$ cat src/rtl/zmips_pkg.sv
// Shared definitions for the zmips MEM stage: bus FSM states, default
// timeout and the hard-wired zero register number.
package zmips_pkg;

   typedef enum logic {
      IDLE = 1'b0,
      WAIT = 1'b1
   } busState_t;

   localparam int TIMEOUT_DEF = 16;
   localparam logic [4:0] REG_ZERO = 5'd0;

   // Word accesses only: any low address bit set is a misaligned access.
   function automatic logic isMisaligned(input logic [31:0] addr);
      return addr[1:0] != 2'b00;
   endfunction

endpackage

$ cat src/rtl/zmips_dbus_if.sv
// Data-bus bundle between the zmips MEM stage (master) and memory (slave).
interface zmips_dbus_if;
   logic [31:0] d_addr;
   logic [31:0] d_wdata;
   logic        d_wdata_oe;
   logic        d_rd;
   logic        d_wr;
   logic [31:0] d_rdata;
   logic        d_ack;

   modport master (
      output d_addr, d_wdata, d_wdata_oe, d_rd, d_wr,
      input  d_rdata, d_ack
   );

   modport slave (
      input  d_addr, d_wdata, d_wdata_oe, d_rd, d_wr,
      output d_rdata, d_ack
   );
endinterface

$ cat src/rtl/zmips_dbus_ctrl.sv
// Data-bus controller: IDLE/WAIT FSM, wait counter, request latch and
// strobe generation. Reports done/abort/stall plus the selected
// address, register and write-enable for the MEM/WB register.
module zmips_dbus_ctrl
   import zmips_pkg::*;
#(
   parameter int TIMEOUT = TIMEOUT_DEF,
   parameter int CNT_W   = 5
) (
   input  logic        clk,
   input  logic        rst,
   input  logic [31:0] i_exAluRslt,
   input  logic [31:0] i_exStData,
   input  logic [4:0]  i_exWbReg,
   input  logic        i_exMemrd,
   input  logic        i_exMemwr,
   input  logic        i_exWrreg,
   zmips_dbus_if.master bus,
   output logic        o_done,
   output logic        o_abort,
   output logic        o_stall,
   output logic        o_misaligned,
   output logic [31:0] o_selAddr,
   output logic [4:0]  o_selReg,
   output logic        o_selWrreg,
   output logic        o_selLoad
);

   busState_t        r_state;
   logic [CNT_W-1:0] r_cnt;
   logic [31:0]      r_addr;
   logic [31:0]      r_wdata;
   logic             r_isStore;
   logic             r_isLoad;
   logic [4:0]       r_reg;
   logic             r_wrreg;

   logic        w_req;
   logic        w_mis;
   logic        w_go;
   logic        w_timeUp;
   logic [31:0] w_dAddr;
   logic [31:0] w_dWdata;
   logic        w_dOe;
   logic        w_dRd;
   logic        w_dWr;

   // A store wins over a load when both request bits are set.
   assign w_req    = i_exMemrd | i_exMemwr;
   assign w_mis    = w_req & isMisaligned(i_exAluRslt);
   assign w_go     = w_req & ~w_mis;
   assign w_timeUp = (r_cnt == CNT_W'(TIMEOUT));

   // Strobes and status: straight from ex_* in IDLE, from the latch in WAIT;
   // everything is forced quiet while reset is held.
   always_comb begin
      w_dAddr      = 32'd0;
      w_dWdata     = 32'd0;
      w_dOe        = 1'b0;
      w_dRd        = 1'b0;
      w_dWr        = 1'b0;
      o_done       = 1'b0;
      o_abort      = 1'b0;
      o_stall      = 1'b0;
      o_misaligned = 1'b0;
      o_selAddr    = i_exAluRslt;
      o_selReg     = i_exWbReg;
      o_selWrreg   = i_exWrreg;
      o_selLoad    = i_exMemrd & ~i_exMemwr;
      if (r_state == IDLE) begin
         o_misaligned = w_mis;
         if (w_go) begin
            w_dAddr = i_exAluRslt;
            w_dRd   = i_exMemrd & ~i_exMemwr;
            w_dWr   = i_exMemwr;
            if (i_exMemwr) begin
               w_dWdata = i_exStData;
               w_dOe    = 1'b1;
            end
            o_done  = bus.d_ack;
            o_stall = ~bus.d_ack;
         end
      end else begin
         o_selAddr  = r_addr;
         o_selReg   = r_reg;
         o_selWrreg = r_wrreg;
         o_selLoad  = r_isLoad;
         w_dAddr    = r_addr;
         w_dRd      = r_isLoad;
         w_dWr      = r_isStore;
         if (r_isStore) begin
            w_dWdata = r_wdata;
            w_dOe    = 1'b1;
         end
         o_done  = bus.d_ack;
         o_abort = ~bus.d_ack & w_timeUp;
         o_stall = ~bus.d_ack & ~w_timeUp;
      end
      if (rst) begin
         w_dAddr      = 32'd0;
         w_dWdata     = 32'd0;
         w_dOe        = 1'b0;
         w_dRd        = 1'b0;
         w_dWr        = 1'b0;
         o_done       = 1'b0;
         o_abort      = 1'b0;
         o_stall      = 1'b0;
         o_misaligned = 1'b0;
      end
   end

   assign bus.d_addr     = w_dAddr;
   assign bus.d_wdata    = w_dWdata;
   assign bus.d_wdata_oe = w_dOe;
   assign bus.d_rd       = w_dRd;
   assign bus.d_wr       = w_dWr;

   // FSM: latch an unacknowledged request, count wait cycles, leave WAIT on ack or timeout.
   always_ff @(negedge clk) begin
      if (rst) begin
         r_state   <= IDLE;
         r_cnt     <= '0;
         r_addr    <= 32'd0;
         r_wdata   <= 32'd0;
         r_isStore <= 1'b0;
         r_isLoad  <= 1'b0;
         r_reg     <= REG_ZERO;
         r_wrreg   <= 1'b0;
      end else begin
         case (r_state)
            IDLE: begin
               if (w_go && !bus.d_ack) begin
                  r_state   <= WAIT;
                  r_cnt     <= CNT_W'(1);
                  r_addr    <= i_exAluRslt;
                  r_wdata   <= i_exStData;
                  r_isStore <= i_exMemwr;
                  r_isLoad  <= i_exMemrd & ~i_exMemwr;
                  r_reg     <= i_exWbReg;
                  r_wrreg   <= i_exWrreg;
               end
            end
            WAIT: begin
               if (bus.d_ack || w_timeUp) begin
                  r_state <= IDLE;
                  r_cnt   <= '0;
               end else begin
                  r_cnt <= r_cnt + CNT_W'(1);
               end
            end
            default: r_state <= IDLE;
         endcase
      end
   end

endmodule

$ cat src/rtl/zmips_mem_wb.sv
// zmips MEM stage top: data-bus controller plus the MEM/WB pipeline
// register and the sticky bus error flag.
module zmips_mem_wb
   import zmips_pkg::*;
#(
   parameter int TIMEOUT = TIMEOUT_DEF,
   parameter int CNT_W   = 5
) (
   input  logic        clk,
   input  logic        rst,
   input  logic [31:0] ex_alu_rslt,
   input  logic [31:0] ex_st_data,
   input  logic [4:0]  ex_wb_reg,
   input  logic        ex_memrd,
   input  logic        ex_memwr,
   input  logic        ex_wrreg,
   zmips_dbus_if.master dbus,
   output logic        mem_stall,
   output logic        bus_err,
   output logic [4:0]  wb_addr,
   output logic [31:0] wb_data,
   output logic        wb_wr
);

   logic        w_done;
   logic        w_abort;
   logic        w_stall;
   logic        w_mis;
   logic [31:0] w_selAddr;
   logic [4:0]  w_selReg;
   logic        w_selWrreg;
   logic        w_selLoad;

   logic        r_busErr;
   logic [4:0]  r_wbAddr;
   logic [31:0] r_wbData;
   logic        r_wbWr;

   zmips_dbus_ctrl #(
      .TIMEOUT (TIMEOUT),
      .CNT_W   (CNT_W)
   ) u_ctrl (
      .clk          (clk),
      .rst          (rst),
      .i_exAluRslt  (ex_alu_rslt),
      .i_exStData   (ex_st_data),
      .i_exWbReg    (ex_wb_reg),
      .i_exMemrd    (ex_memrd),
      .i_exMemwr    (ex_memwr),
      .i_exWrreg    (ex_wrreg),
      .bus          (dbus),
      .o_done       (w_done),
      .o_abort      (w_abort),
      .o_stall      (w_stall),
      .o_misaligned (w_mis),
      .o_selAddr    (w_selAddr),
      .o_selReg     (w_selReg),
      .o_selWrreg   (w_selWrreg),
      .o_selLoad    (w_selLoad)
   );

   // MEM/WB register: bubble while stalled, otherwise capture the completed result.
   always_ff @(negedge clk) begin
      if (rst) begin
         r_busErr <= 1'b0;
         r_wbAddr <= REG_ZERO;
         r_wbData <= 32'd0;
         r_wbWr   <= 1'b0;
      end else begin
         if (w_abort || w_mis) begin
            r_busErr <= 1'b1;
         end
         if (w_stall) begin
            r_wbWr <= 1'b0;
         end else begin
            r_wbAddr <= w_selReg;
            r_wbData <= (w_selLoad && w_done) ? dbus.d_rdata : w_selAddr;
            r_wbWr   <= w_selWrreg & (w_selReg != REG_ZERO) & ~w_abort & ~w_mis;
         end
      end
   end

   assign mem_stall = w_stall;
   assign bus_err   = r_busErr;
   assign wb_addr   = r_wbAddr;
   assign wb_data   = r_wbData;
   assign wb_wr     = r_wbWr;

endmodule

$ cat src/flat_wrapper.sv
// flat-port wrapper written by rule: the top's interface ports become plain ports
module zmips_mem_wb_flat import zmips_pkg::*;
#(
   parameter int TIMEOUT = TIMEOUT_DEF,
   parameter int CNT_W   = 5
)
  (clk, rst, ex_alu_rslt, ex_st_data, ex_wb_reg, ex_memrd, ex_memwr, ex_wrreg, mem_stall, bus_err, wb_addr, wb_data, wb_wr, dbus_d_addr, dbus_d_wdata, dbus_d_wdata_oe, dbus_d_rd, dbus_d_wr, dbus_d_rdata, dbus_d_ack);
  zmips_dbus_if dbus_i ();
  input  logic clk;
  input  logic rst;
  input  logic [31:0] ex_alu_rslt;
  input  logic [31:0] ex_st_data;
  input  logic [4:0] ex_wb_reg;
  input  logic ex_memrd;
  input  logic ex_memwr;
  input  logic ex_wrreg;
  output logic mem_stall;
  output logic bus_err;
  output logic [4:0] wb_addr;
  output logic [31:0] wb_data;
  output logic wb_wr;
  output wire logic [$bits(dbus_i.d_addr)-1:0] dbus_d_addr;
  output wire logic [$bits(dbus_i.d_wdata)-1:0] dbus_d_wdata;
  output wire logic [$bits(dbus_i.d_wdata_oe)-1:0] dbus_d_wdata_oe;
  output wire logic [$bits(dbus_i.d_rd)-1:0] dbus_d_rd;
  output wire logic [$bits(dbus_i.d_wr)-1:0] dbus_d_wr;
  input wire logic [$bits(dbus_i.d_rdata)-1:0] dbus_d_rdata;
  input wire logic [$bits(dbus_i.d_ack)-1:0] dbus_d_ack;
  assign dbus_d_addr = dbus_i.d_addr;
  assign dbus_d_wdata = dbus_i.d_wdata;
  assign dbus_d_wdata_oe = dbus_i.d_wdata_oe;
  assign dbus_d_rd = dbus_i.d_rd;
  assign dbus_d_wr = dbus_i.d_wr;
  assign dbus_i.d_rdata = dbus_d_rdata;
  assign dbus_i.d_ack = dbus_d_ack;
  zmips_mem_wb #(.TIMEOUT(TIMEOUT), .CNT_W(CNT_W)) u_core (.clk(clk), .rst(rst), .ex_alu_rslt(ex_alu_rslt), .ex_st_data(ex_st_data), .ex_wb_reg(ex_wb_reg), .ex_memrd(ex_memrd), .ex_memwr(ex_memwr), .ex_wrreg(ex_wrreg), .dbus(dbus_i), .mem_stall(mem_stall), .bus_err(bus_err), .wb_addr(wb_addr), .wb_data(wb_data), .wb_wr(wb_wr));
endmodule
$ cat config.mk
export PLATFORM = sky130hd
export DESIGN_NAME = zmips_mem_wb_flat
export DESIGN_NICKNAME = d
export VERILOG_FILES = /design/src/rtl/zmips_pkg.sv /design/src/rtl/zmips_dbus_if.sv /design/src/rtl/zmips_dbus_ctrl.sv /design/src/rtl/zmips_mem_wb.sv /design/src/flat_wrapper.sv
export SDC_FILE = /design/constraint.sdc
export NUM_CORES = 1
export LEC_CHECK = 0
export ABC_AREA = 1
export CELL_PAD_IN_SITES_DETAIL_PLACEMENT = 1
export CELL_PAD_IN_SITES_GLOBAL_PLACEMENT = 1
export CORE_UTILIZATION = 27
export CTS_CLUSTER_DIAMETER = 60
export CTS_CLUSTER_SIZE = 8
export DETAILED_ROUTE_END_ITERATION = 6
export PLACE_DENSITY_LB_ADDON = 0.3
export SLEW_MARGIN = 20
export SYNTH_ARGS = -nofsm -noshare
export SYNTH_HDL_FRONTEND = slang
export SYNTH_SLANG_ARGS = --single-unit
$ cat constraint.sdc
create_clock -name clk -period 2.5 [get_ports clk]
set_input_delay 0.25 -clock clk [delete_from_list [all_inputs] [get_ports clk]]
set_output_delay 0.25 -clock clk [all_outputs]
set_load 0.005 [all_outputs]
==> flow_summary.json <==
{
  "status": "complete, but fails checks",
  "violations": "negative setup slack",
  "synth-seq-area-share_pct": 39.5,
  "num_io_pins": 214,
  "hpwl_um": 15700,
  "slowest_stage": "dfxtp_4",
  "fin_skew_ps": 41.8,
  "fin_nets": 1392,
  "grt_use_met2_pct": 38.0,
  "gr-usage-all-layers_pct": 23.2,
  "worstPathCellList": "buf_6 -> buf_6 -> buf_6 -> nor2_4 -> nand3_4 -> nand2_4 -> inv_4 -> nor2_4 -> buf_2",
  "yosysWarningCount": 0,
  "maxSlewViolCount": 0,
  "p_per_area_nw_per_um2": 589,
  "first_global_vias": 8022,
  "reg2reg_slack_ps": 400,
  "rsz0062_at_grt": "yes",
  "die_area_um2": 22600,
  "synth_top_area_share_pct": 39.5,
  "final_cell_count_no_fill": 1573,
  "pre_cts_ws_ps": -730,
  "start_util_pct": 27.8,
  "fin_setup_tns_ps": -52960,
  "antenna_found_initial": 3,
  "cp_common_cell": "buf_6",
  "grt_overflow": 0,
  "viasPerCell": 5.11,
  "path_max_fanout": 3,
  "whs_ps": 443,
  "drtIter0Drc": 337,
  "cp.depth": 9,
  "crit_family": "buffers and inverters",
  "final-hold-violation-count": 0,
  "hold_path.startpoint": "u_core.wb_addr[1]",
  "drive_gt1_share_pct": 30.2,
  "worstPathRequired_ps": 2250,
  "worstSetupStartpointType": "flop",
  "hold_class": "flop to flop",
  "cts_hold_buffers": 0,
  "synth_cell_type_count": 27,
  "clkTransAtPathRegs_ps": 60,
  "setup_viol": 142,
  "die_width_um": 150,
  "h-tree-depth": 4,
  "r2r_start": "u_core.u_ctrl.r_state",
  "routabilityCongestion": 0.799,
  "synth_area_leader_cell": "dfxtp_1",
  "grt_max_degree": 76,
  "fill_cells": 2606,
  "worst_slack_ps": -878,
  "synth_edf_count": 0,
  "dp.cells": 1353,
  "total_power_uw": 6520,
  "synthFlopType": "dfxtp_1",
  "port_buffers": 213,
  "crit_arrival_ps": 3130,
  "grt_pass1_wl_um": 40100,
  "area_growth_pct": 86.7,
  "clock_path_buffers": 2,
  "first_pass_iters": 7,
  "clock-sinks": 117,
  "vdd_ir_drop_max_mv": 0.435,
  "die-height_um": 150,
  "critPathKind": "flop to primary output",
  "drc": 0,
  "clk_latency_ps": 480,
  "cp_num_buf_inv": 5,
  "cts-buffers-inserted": 17,
  "rr_endpoint": "u_core.wb_data[19]",
  "drt-wirelength-per-cell_um": 19.7,
  "endpoint_kind": "primary output",
  "met3_usage_pct": 9.48,
  "endpoint": "mem_stall",
  "ff2ff_path_depth": 11,
  "crit_path_start": "u_core.u_ctrl.r_state",
  "leakagePower_uw": 0.00522,
  "cts_tree": "done",
  "synth.area.top_cells": "dfxtp_1, nand2_1, a21oi_1, nand4_1, nand3_1",
  "avgSynthCellArea_um2": 6.89,
  "maxSlewHeadroom_pct": 72.9,
  "rows": 53,
  "worst_pin_slew_ps": 407,
  "synth_nets": 970,
  "syn-cell-area_um2": 5930,
  "coreArea_um2": 21300,
  "gr-usage-met1_pct": 26.2,
  "drtAntennaViolNets": 0,
  "synth_commonest_cells": "nand2_1, dfxtp_1, a21oi_1, nand3_1, nand4_1",
  "cts-root-buf": "clkbuf_16",
  "cp_slowest_stage_delay_ps": 370,
  "synthArstFlopShare_pct": 0,
  "wl_um": 31000,
  "ys_ff_latch": 117,
  "grt-busiest-layer": "met2",
  "synthCells": 861,
  "synth.most_common_cell": "nand2_1",
  "via_count": 8044,
  "maxCapViolations": 0
}
repair_timing:
item                                    CTS  global route
resized for setup                       233           282
pin swaps                                 5            30
hold endpoints to repair                  0             0
cloned                                    7             9
setup buffers                            17            40
endpoints found under the setup margin  222           115
where the power goes:
| part | switching (uW) | leakage (uW) | total, uW | internal [uW] |
|---|---|---|---|---|
| sequential | 52.1 | 0.000961 | 2020 | 1970 |
| combinational | 527 | 0.00333 | 1080 | 550 |
| clock | 1520 | 0.000921 | 3430 | 1900 |
| total | 2100 | 0.00522 | 6520 | 4420 |
through the flow:
stage	cell area, um^2	util (%)
6_report	11100	52.0
3_3_place_gp	8850	41.6
4_1_cts	10400	48.8
2_1_floorplan	6030	-
3_5_place_dp	8850	41.6
5_1_grt	11100	52.0
how the worst min path moves through the flow:
stage / cells past startpoint / end / slack (ps)
2_1_floorplan: 2 / u_core.u_ctrl.r_reg[2] / 430
3_3_place_gp: 2 / u_core.wb_data[27] / 440
3_5_place_dp: 2 / u_core.wb_data[24] / 440
4_1_cts: 2 / u_core.wb_data[24] / 450
5_1_grt: 2 / u_core.wb_data[22] / 460
6_report: 2 / u_core.wb_addr[1] / 440
routing by layer:
| layer | up-vias | part of all wire [%] |
|---|---|---|
| met3 | 86 | 7.9 |
| met4 | 2 | 3.3 |
| li1 | 3706 | - |
| met5 | - | 0.042 |
| met2 | 350 | 51 |
| met1 | 3900 | 38 |
placed cells by master (no fill, tap or decap), drive strengths merged, types with 15 or more instances in the layout:
cell           Yosys  routed
a21oi            108     108
mux2i             30      30
inv               55     174
nand4             65      65
nand3             74      74
clkbuf            27      70
dfxtp            117     117
o21ai             15      15
clkdlybuf4s50      0     100
nand2            269     269
nor2              42      42
buf               48     194
tightest hold or removal path, delay by kind of cell, from the launching register on:
family             cells  cell delay, ps
DFF                    1             310
AOI/OAI and AO/OA      1              50
and+or+nand+nor        1              40
cell families after synthesis:
logic type	Yosys count	synth area share, %
AND/OR/NAND/NOR	452	33.6
adder cells (fa/ha/maj)	2	0.422
multiplexers	30	5.07
XOR/XNOR	2	0.296
flip-flops	117	39.5
AO/OA/AOI/OAI	128	11.1
buffers and inverters	130	10.1
cell type report:
class / instances / area [um^2] / area share (%)
Clock buffer: 17 / 425 / 3.84
Clock inverter: 131 / 621 / 5.61
Sequential cell: 117 / 2360 / 21.3
Antenna cell: 3 / 7.51 / 0.0678
Multi-Input combinational cell: 614 / 3620 / 32.7
Inverter: 54 / 228 / 2.06
Timing Repair Buffer: 362 / 3470 / 31.3
Tap cell: 275 / 344 / 3.11
Note: power is estimated with default switching activity, not from simulation.
